$ cat config.mk
export PLATFORM = sky130hd
export DESIGN_NAME = stream_esdes_decrypt
export DESIGN_NICKNAME = d
export VERILOG_FILES = /design/src/rtl/stream_esdes_decrypt_pkg.sv /design/src/rtl/stream_esdes_decrypt_sdes.sv /design/src/rtl/stream_esdes_decrypt.sv
export SDC_FILE = /design/constraint.sdc
export NUM_CORES = 1
export LEC_CHECK = 0
export ABC_AREA = 1
export CORE_MARGIN = 4
export CORE_UTILIZATION = 30
export CTS_BUF_LIST = sky130_fd_sc_hd__clkbuf_4 sky130_fd_sc_hd__clkbuf_8
export CTS_CLUSTER_SIZE = 40
export DETAILED_ROUTE_END_ITERATION = 16
export DONT_BUFFER_PORTS = 1
export HOLD_SLACK_MARGIN = 0.08
export MAX_ROUTING_LAYER = met4
export SYNTH_ARGS = -nofsm -noshare
export SYNTH_HDL_FRONTEND = slang
export SYNTH_SLANG_ARGS = --single-unit
export TNS_END_PERCENT = 1
$ cat constraint.sdc
create_clock -name clk -period 3 [get_ports clk]
set_input_delay 0.6 -clock clk [delete_from_list [all_inputs] [get_ports clk]]
set_output_delay 0.6 -clock clk [all_outputs]
set_load 0.01 [all_outputs]
$ cat src/rtl/stream_esdes_decrypt_pkg.sv
// Shared widths and FSM encoding for the SDES output-feedback stream decryptor.
package stream_esdes_decrypt_pkg;

  localparam int BYTE_W = 8;
  localparam int KEY_W  = 10;

  typedef enum logic [1:0] {
    IDLE  = 2'd0,
    LOAD  = 2'd1,
    PRIME = 2'd2,
    RUN   = 2'd3
  } state_t;

endpackage

$ cat src/rtl/stream_esdes_decrypt_sdes.sv
// Combinational SDES block encryption of one byte under a 10-bit key.
// Two Feistel rounds with subkeys K1/K2 derived from the key by P10, rotations and P8.
module stream_esdes_decrypt_sdes
  import stream_esdes_decrypt_pkg::*;
(
  input  logic [BYTE_W-1:0] din,
  input  logic [KEY_W-1:0]  key,
  output logic [BYTE_W-1:0] dout
);

  // P8 selection from the rotated 10-bit key halves
  function automatic logic [7:0] p8(input logic [9:0] v);
    return {v[4], v[7], v[3], v[6], v[2], v[5], v[0], v[1]};
  endfunction

  // Initial permutation
  function automatic logic [7:0] ip(input logic [7:0] b);
    return {b[6], b[2], b[5], b[7], b[4], b[0], b[3], b[1]};
  endfunction

  // Inverse of the initial permutation
  function automatic logic [7:0] ip_inv(input logic [7:0] b);
    return {b[4], b[7], b[5], b[3], b[1], b[6], b[0], b[2]};
  endfunction

  // S-box S0, indexed by {row, col}
  function automatic logic [1:0] sbox0(input logic [3:0] rc);
    logic [1:0] s;
    case (rc)
      4'd0:  s = 2'd1;  4'd1:  s = 2'd0;  4'd2:  s = 2'd3;  4'd3:  s = 2'd2;
      4'd4:  s = 2'd3;  4'd5:  s = 2'd2;  4'd6:  s = 2'd1;  4'd7:  s = 2'd0;
      4'd8:  s = 2'd0;  4'd9:  s = 2'd2;  4'd10: s = 2'd1;  4'd11: s = 2'd3;
      4'd12: s = 2'd3;  4'd13: s = 2'd1;  4'd14: s = 2'd3;  default: s = 2'd2;
    endcase
    return s;
  endfunction

  // S-box S1, indexed by {row, col}
  function automatic logic [1:0] sbox1(input logic [3:0] rc);
    logic [1:0] s;
    case (rc)
      4'd0:  s = 2'd0;  4'd1:  s = 2'd1;  4'd2:  s = 2'd2;  4'd3:  s = 2'd3;
      4'd4:  s = 2'd2;  4'd5:  s = 2'd0;  4'd6:  s = 2'd1;  4'd7:  s = 2'd3;
      4'd8:  s = 2'd3;  4'd9:  s = 2'd0;  4'd10: s = 2'd1;  4'd11: s = 2'd0;
      4'd12: s = 2'd2;  4'd13: s = 2'd1;  4'd14: s = 2'd0;  default: s = 2'd3;
    endcase
    return s;
  endfunction

  // Round function: expand/permute, mix subkey, S-boxes, P4
  function automatic logic [3:0] f_round(input logic [3:0] r, input logic [7:0] sk);
    logic [7:0] x;
    logic [3:0] s;
    x = {r[0], r[3], r[2], r[1], r[2], r[1], r[0], r[3]} ^ sk;
    s = {sbox0({x[7], x[4], x[6], x[5]}), sbox1({x[3], x[0], x[2], x[1]})};
    return {s[2], s[0], s[1], s[3]};
  endfunction

  logic [9:0] p10_key;
  logic [9:0] ls1_key;
  logic [9:0] ls3_key;
  logic [7:0] k1;
  logic [7:0] k2;
  logic [7:0] ip_out;
  logic [7:0] round1;
  logic [7:0] swapped;
  logic [7:0] round2;

  // Key schedule: P10, rotate halves by 1 for K1, by a further 2 for K2
  assign p10_key = {key[7], key[5], key[8], key[3], key[6], key[0], key[9], key[1], key[2], key[4]};
  assign ls1_key = {p10_key[8:5], p10_key[9], p10_key[3:0], p10_key[4]};
  assign ls3_key = {ls1_key[7:5], ls1_key[9:8], ls1_key[2:0], ls1_key[4:3]};
  assign k1      = p8(ls1_key);
  assign k2      = p8(ls3_key);

  // Data path: IP, fK(K1), swap, fK(K2), IP^-1
  assign ip_out  = ip(din);
  assign round1  = {ip_out[7:4] ^ f_round(ip_out[3:0], k1), ip_out[3:0]};
  assign swapped = {round1[3:0], round1[7:4]};
  assign round2  = {swapped[7:4] ^ f_round(swapped[3:0], k2), swapped[3:0]};
  assign dout    = ip_inv(round2);

endmodule

$ cat src/rtl/stream_esdes_decrypt.sv
// SDES output-feedback stream decryptor: regenerates the keystream from the
// frame nonce/key and XORs one keystream byte onto each incoming ciphertext byte.
module stream_esdes_decrypt
  import stream_esdes_decrypt_pkg::*;
#(
  parameter int LEN_W = 16
) (
  input  logic              clk,
  input  logic              rst_n,
  input  logic              sync,
  input  logic [BYTE_W-1:0] nonce,
  input  logic [KEY_W-1:0]  key,
  input  logic [LEN_W-1:0]  len,
  input  logic              in_valid,
  output logic              in_ready,
  input  logic [BYTE_W-1:0] in_data,
  output logic              out_valid,
  input  logic              out_ready,
  output logic [BYTE_W-1:0] out_data,
  output logic              out_last,
  output logic              busy,
  output logic              done
);

  localparam logic [LEN_W-1:0] CNT_ONE  = LEN_W'(1);
  localparam logic [LEN_W-1:0] CNT_ZERO = '0;

  state_t            state_reg;
  state_t            state_next;
  logic [BYTE_W-1:0] nonce_reg;
  logic [KEY_W-1:0]  key_reg;
  logic [LEN_W-1:0]  cnt_reg;
  logic [BYTE_W-1:0] ks_reg;
  logic [BYTE_W-1:0] out_data_reg;
  logic              out_valid_reg;
  logic              out_last_reg;
  logic              done_reg;

  logic              load_frame;
  logic              in_fire;
  logic              last_byte;
  logic [BYTE_W-1:0] sdes_in;
  logic [BYTE_W-1:0] sdes_out;
  logic [BYTE_W-1:0] plain_byte;

  assign load_frame = (state_reg == IDLE) && sync;
  assign in_fire    = in_valid && in_ready;
  assign last_byte  = (cnt_reg == CNT_ONE);

  // PRIME seeds from the nonce; afterwards feed back the keystream, reseeding from the nonce on a zero state
  assign sdes_in = ((state_reg == PRIME) || (ks_reg == '0)) ? nonce_reg : ks_reg;

  stream_esdes_decrypt_sdes u_sdes (
    .din  (sdes_in),
    .key  (key_reg),
    .dout (sdes_out)
  );

  // Plaintext recovery, one bit lane per generate iteration
  genvar gi;
  generate
    for (gi = 0; gi < BYTE_W; gi++) begin : g_xor
      assign plain_byte[gi] = in_data[gi] ^ ks_reg[gi];
    end
  endgenerate

  // FSM state register
  always_ff @(posedge clk or negedge rst_n) begin
    if (!rst_n) begin
      state_reg <= IDLE;
    end else begin
      state_reg <= state_next;
    end
  end

  // FSM next state and handshake outputs; input accepted only in RUN when the output slot can take it
  always_comb begin
    state_next = state_reg;
    in_ready   = 1'b0;
    busy       = (state_reg != IDLE);
    case (state_reg)
      IDLE: begin
        if (sync) state_next = LOAD;
      end
      LOAD: begin
        state_next = (cnt_reg != CNT_ZERO) ? PRIME : IDLE;
      end
      PRIME: begin
        state_next = RUN;
      end
      RUN: begin
        in_ready = !out_valid_reg || out_ready;
        if (in_valid && in_ready && last_byte) state_next = IDLE;
      end
      default: begin
        state_next = IDLE;
      end
    endcase
  end

  // Frame parameters captured on an accepted sync; byte countdown on each accepted input
  always_ff @(posedge clk or negedge rst_n) begin
    if (!rst_n) begin
      nonce_reg <= '0;
      key_reg   <= '0;
      cnt_reg   <= '0;
    end else if (load_frame) begin
      nonce_reg <= nonce;
      key_reg   <= key;
      cnt_reg   <= len;
    end else if (in_fire) begin
      cnt_reg <= cnt_reg - CNT_ONE;
    end
  end

  // Keystream register: K0 computed in PRIME, advanced once per consumed byte
  always_ff @(posedge clk or negedge rst_n) begin
    if (!rst_n) begin
      ks_reg <= '0;
    end else if ((state_reg == PRIME) || in_fire) begin
      ks_reg <= sdes_out;
    end
  end

  // Output register: load on input fire, clear on drain, hold while stalled
  always_ff @(posedge clk or negedge rst_n) begin
    if (!rst_n) begin
      out_data_reg  <= '0;
      out_valid_reg <= 1'b0;
      out_last_reg  <= 1'b0;
    end else if (in_fire) begin
      out_data_reg  <= plain_byte;
      out_valid_reg <= 1'b1;
      out_last_reg  <= last_byte;
    end else if (out_ready) begin
      out_valid_reg <= 1'b0;
    end
  end

  // Frame-complete pulse: after the last input byte, or straight out of LOAD for an empty frame
  always_ff @(posedge clk or negedge rst_n) begin
    if (!rst_n) begin
      done_reg <= 1'b0;
    end else begin
      done_reg <= ((state_reg == LOAD) && (cnt_reg == CNT_ZERO)) || (in_fire && last_byte);
    end
  end

  assign out_valid = out_valid_reg;
  assign out_data  = out_data_reg;
  assign out_last  = out_last_reg;
  assign done      = done_reg;

endmodule

==> impl_metrics.sql <==
INSERT INTO impl_metrics (metric_group, metric, value, unit) VALUES
('clock_tree', 'clock-sinks', '55', ''),
('global_route', 'number_of_global_route_vias_before_repair', '3178', ''),
('floorplan', 'die-height', '116.2', 'µm'),
('cells_and_area', 'largest_register_ffs', '16', ''),
('setup_path', 'critical_path_required', '3.21', 'ns'),
('sta', 'skew', '0.009666', 'ns'),
('setup_path', 'worstSetupStartpoint', 'ks_reg[2]', ''),
('sta', 'totalNegativeSetupSlack', '0', 'ns'),
('yosys', 'yosys.cell_types.count', '32', ''),
('setup_path', 'critical_path_buf_inv_count', '2', ''),
('clock_tree', 'cts_root_buffer', 'sky130_fd_sc_hd__clkbuf_8', ''),
('yosys', 'synth.net_count', '565', ''),
('floorplan', 'coreArea', '11420', 'µm²'),
('yosys', 'synth.ff_latch_count', '55', ''),
('routing', 'totalWireLength', '10.07', 'mm'),
('power_and_ir_drop', 'pwr-share-seq', '25.4', '%'),
('cells_and_area', 'sequential_cell_area', '1379', 'µm²'),
('yosys', 'synth_cells', '514', ''),
('placed_design', 'place.detailed.hpwl', '7.477', 'mm'),
('routing', 'detail_route.first_pass.iterations', '5', ''),
('cells_and_area', 'finish.net_count', '586', ''),
('power_and_ir_drop', 'cellLeakagePower', '0.002073', 'µW'),
('floorplan', 'fp.dieArea', '13500', 'µm²'),
('sta', 'report.final.setup_viol', '0', ''),
('setup_path', 'criticalPathCategory', 'flop to flop', ''),
('global_route', 'grt_start_max_net_pins', '56', ''),
('global_route', 'grt.overflow.total', '0', ''),
('yosys', 'synth-seq-area-share', '39.20', '%'),
('sta', 'timing.slew.headroom', '62.93', '%'),
('cells_and_area', 'multiInputGateArea', '2072', 'µm²'),
('placed_design', 'buffer_ports.inserted', '0', ''),
('power_and_ir_drop', 'switching_share', '50.10', '%'),
('setup_path', 'crit_chain', 'nor2_1 -> nand2_1 -> o21ai_4 -> buf_12 -> nand2_2 -> buf_4 -> nand3_1 -> nand2_1 -> o21ai_1 -> nand2_1 -> nand2_2 -> nand2_2 -> nand3_2 -> nand2_2 -> ha_1 -> or2_1 -> nand2_1 -> nand2_1 -> nand3_1 -> nand2_1', ''),
('sta', 'report.final.hold_viol_count', '0', ''),
('global_route', 'global_route.peak_usage_layer', 'met2', ''),
('setup_path', 'end_kind', 'flop', ''),
('yosys', 'syn_area_per_cell', '6.830', 'µm²'),
('power_and_ir_drop', 'power_switching', '2368', 'µW'),
('global_route', 'grtUsageMet3', '3.523', '%'),
('sta', 'finalCriticalPeriod', '2.849', 'ns'),
('setup_path', 'timing.rr.end', 'ks_reg[5]', ''),
('routing', 'detail_route.wl_per_cell', '14.83', 'µm'),
('routing', 'initialDrtViolationCount', '321', ''),
('setup_path', 'cpMaxStageDelayCell', 'sky130_fd_sc_hd__dfrtp_1', ''),
('setup_path', 'r2r_start', 'ks_reg[2]', ''),
('placed_design', 'place.gp.congestion', '0.9479', ''),
('routing', 'vias', '3523', ''),
('run_status', 'run_status', 'complete, no violations', ''),
('floorplan', 'core.rowCount', '39', ''),
('placed_design', 'postPlaceCellArea', '3697', 'µm²'),
('clock_tree', 'clk_latency', '0.31', 'ns'),
('setup_path', 'cpMostUsedCell', 'sky130_fd_sc_hd__nand2_1', ''),
('yosys', 'synth.cell_area', '3511', 'µm²'),
('setup_path', 'cp_max_fo', '6', ''),
('cells_and_area', 'syn2layout_area_growth', '18.75', '%'),
('global_route', 'globalRouteMet1Util', '20.42', '%'),
('routing', 'drc', '0', ''),
('floorplan', 'floorplan.initialDensity', '30.75', '%'),
('clock_tree', 'clock_tree.buffer_depth', '2', ''),
('cells_and_area', 'nFillCells', '1235', ''),
('clock_tree', 'cts_h_tree_depth', '2', ''),
('sta', 'clock.fmax', '0.3511', 'GHz'),
('clock_tree', 'clkTransAtPathRegs', '0.10', 'ns'),
('cells_and_area', 'drive_gt1_share', '15.67', '%'),
('power_and_ir_drop', 'clock_power_share', '10.5', '%'),
('routing', 'vias_per_cell', '5.189', ''),
('cells_and_area', 'finalInstanceArea', '4169', 'µm²'),
('power_and_ir_drop', 'worst_vdd_drop', '0.0005013', 'V'),
('flow_run', 'max_cap_viol_count', '0', ''),
('global_route', 'met2_usage', '22.55', '%'),
('setup_path', 'cp_peak_stage_delay', '0.43', 'ns');
[power by group through the flow]
stage	logic, µW	registers [µW]	clock network, µW
floorplan	1940	1160	0
finish	3030	1200	498
global route	3420	1240	555
CTS	2500	1200	519
detailed placement	2460	1220	0
global placement	2400	1200	0
[synth_stat cells]
master,instances,share of area (%)
sky130_fd_sc_hd__or2_2,1,0.18
sky130_fd_sc_hd__o31ai_1,1,0.21
sky130_fd_sc_hd__xnor2_1,8,2.0
sky130_fd_sc_hd__nor2_1,29,3.1
sky130_fd_sc_hd__o21ai_4,1,0.46
sky130_fd_sc_hd__a221o_1,1,0.29
sky130_fd_sc_hd__nand3_1,77,11
sky130_fd_sc_hd__clkinv_1,1,0.11
sky130_fd_sc_hd__nand4_1,4,0.71
sky130_fd_sc_hd__o22ai_1,1,0.18
sky130_fd_sc_hd__o21ai_0,37,5.3
sky130_fd_sc_hd__nand2_2,8,1.4
sky130_fd_sc_hd__a32oi_1,3,0.75
sky130_fd_sc_hd__nand3b_1,5,1.1
sky130_fd_sc_hd__inv_1,54,5.8
sky130_fd_sc_hd__clkbuf_1,10,1.1
sky130_fd_sc_hd__nor3_1,2,0.29
sky130_fd_sc_hd__ha_1,4,1.4
sky130_fd_sc_hd__a21oi_1,7,1.0
sky130_fd_sc_hd__o221ai_1,1,0.25
sky130_fd_sc_hd__or2_1,2,0.36
sky130_fd_sc_hd__a311oi_1,1,0.25
sky130_fd_sc_hd__dfrtp_1,55,39
sky130_fd_sc_hd__nor4_1,3,0.53
sky130_fd_sc_hd__o41ai_1,1,0.25
sky130_fd_sc_hd__a22oi_1,1,0.21
sky130_fd_sc_hd__o221a_2,2,0.64
sky130_fd_sc_hd__nand3_2,2,0.57
sky130_fd_sc_hd__o311ai_0,3,0.75
sky130_fd_sc_hd__o21ai_1,2,0.29
sky130_fd_sc_hd__o211ai_1,4,0.86
sky130_fd_sc_hd__nand2_1,183,20
[worst reg2reg max path: stages, from the launching register on]
cell,delay [ns]
sky130_fd_sc_hd__dfrtp_1,0.43
sky130_fd_sc_hd__nor2_1,0.12
sky130_fd_sc_hd__nand2_1,0.09
sky130_fd_sc_hd__o21ai_4,0.17
sky130_fd_sc_hd__buf_12,0.15
sky130_fd_sc_hd__nand2_2,0.07
sky130_fd_sc_hd__buf_4,0.14
sky130_fd_sc_hd__nand3_1,0.08
sky130_fd_sc_hd__nand2_1,0.11
sky130_fd_sc_hd__o21ai_1,0.15
sky130_fd_sc_hd__nand2_1,0.14
sky130_fd_sc_hd__nand2_2,0.14
sky130_fd_sc_hd__nand2_2,0.08
sky130_fd_sc_hd__nand3_2,0.07
sky130_fd_sc_hd__nand2_2,0.07
sky130_fd_sc_hd__ha_1,0.28
sky130_fd_sc_hd__or2_1,0.22
sky130_fd_sc_hd__nand2_1,0.06
sky130_fd_sc_hd__nand2_1,0.05
sky130_fd_sc_hd__nand3_1,0.06
sky130_fd_sc_hd__nand2_1,0.05
[layer usage]
| layer | part of all wire [%] | vias up | wire [µm] |
|---|---|---|---|
| met3 | 6.6 | 22 | 663 |
| met5 | 0 | - | 0 |
| met2 | 46 | 121 | 4628 |
| met4 | 2.8 | 0 | 283 |
| li1 | - | 1728 | - |
| met1 | 45 | 1652 | 4495 |
[timing repair]
action / CTS / global route
hold buffers: 1 / 0
hold endpoints to repair: 55 / 0
gates resized for setup: 0 / 51
buffers inserted: 1 / 16
pin swaps: 1 / 22
setup endpoints to repair: 1 / 4
[kinds of logic (layout without fill, tap and decap cells)]
logic type      count (synthesis)  count (layout)  share of synthesized area (%)
fa+ha+maj                       4               4                          1.426
flops                          55              55                          39.20
simple gates                  316             316                          38.77
xor+xnor                        8               8                          1.996
buf+inv                        65              87                          6.949
compound gates                 66              66                          11.65
[worst max-delay path by stage]
stage / end / slack, ns / depth (start not counted)
3_5_place_dp: ks_reg[5] / 0.02 / 18
2_1_floorplan: ks_reg[5] / 0.26 / 20
5_1_grt: ks_reg[5] / -0.04 / 20
3_3_place_gp: ks_reg[5] / 0.09 / 20
4_1_cts: ks_reg[5] / 0.0007 / 18
6_report: ks_reg[5] / 0.15 / 20
[cell usage in the layout (no fill, tap or decap), types with 5 or more instances in the layout]
cell type / instances
sky130_fd_sc_hd__nand2_1: 165
sky130_fd_sc_hd__nand3_1: 62
sky130_fd_sc_hd__inv_1: 53
sky130_fd_sc_hd__dfrtp_1: 53
sky130_fd_sc_hd__o21ai_0: 34
sky130_fd_sc_hd__nor2_1: 29
sky130_fd_sc_hd__nand2_2: 20
sky130_fd_sc_hd__buf_4: 20
sky130_fd_sc_hd__nand3_2: 16
sky130_fd_sc_hd__xnor2_1: 8
sky130_fd_sc_hd__a21oi_1: 7
sky130_fd_sc_hd__nand2_4: 5
sky130_fd_sc_hd__o21ai_1: 5
sky130_fd_sc_hd__nand3b_1: 5
sky130_fd_sc_hd__clkbuf_8: 5
[metrics by stage]
step           std cells  worst slack [ns]
6_report             679            0.1515
5_1_grt              679          -0.04035
4_1_cts              663         0.0006801
3_5_place_dp         653           0.01582
3_3_place_gp         653           0.08704
2_1_floorplan        514            0.2565
[layout make-up]
| cell class | count | area share, % |
|---|---|---|
| clock buffers | 5 | 1.651 |
| clock inverters | 3 | 1.050 |
| inverters | 55 | 4.952 |
| multi-input cells | 394 | 49.70 |
| flip-flops and latches | 55 | 33.07 |
| well taps | 143 | 4.292 |
| repair buffers | 24 | 5.282 |
(Power assumes the default switching activity.)
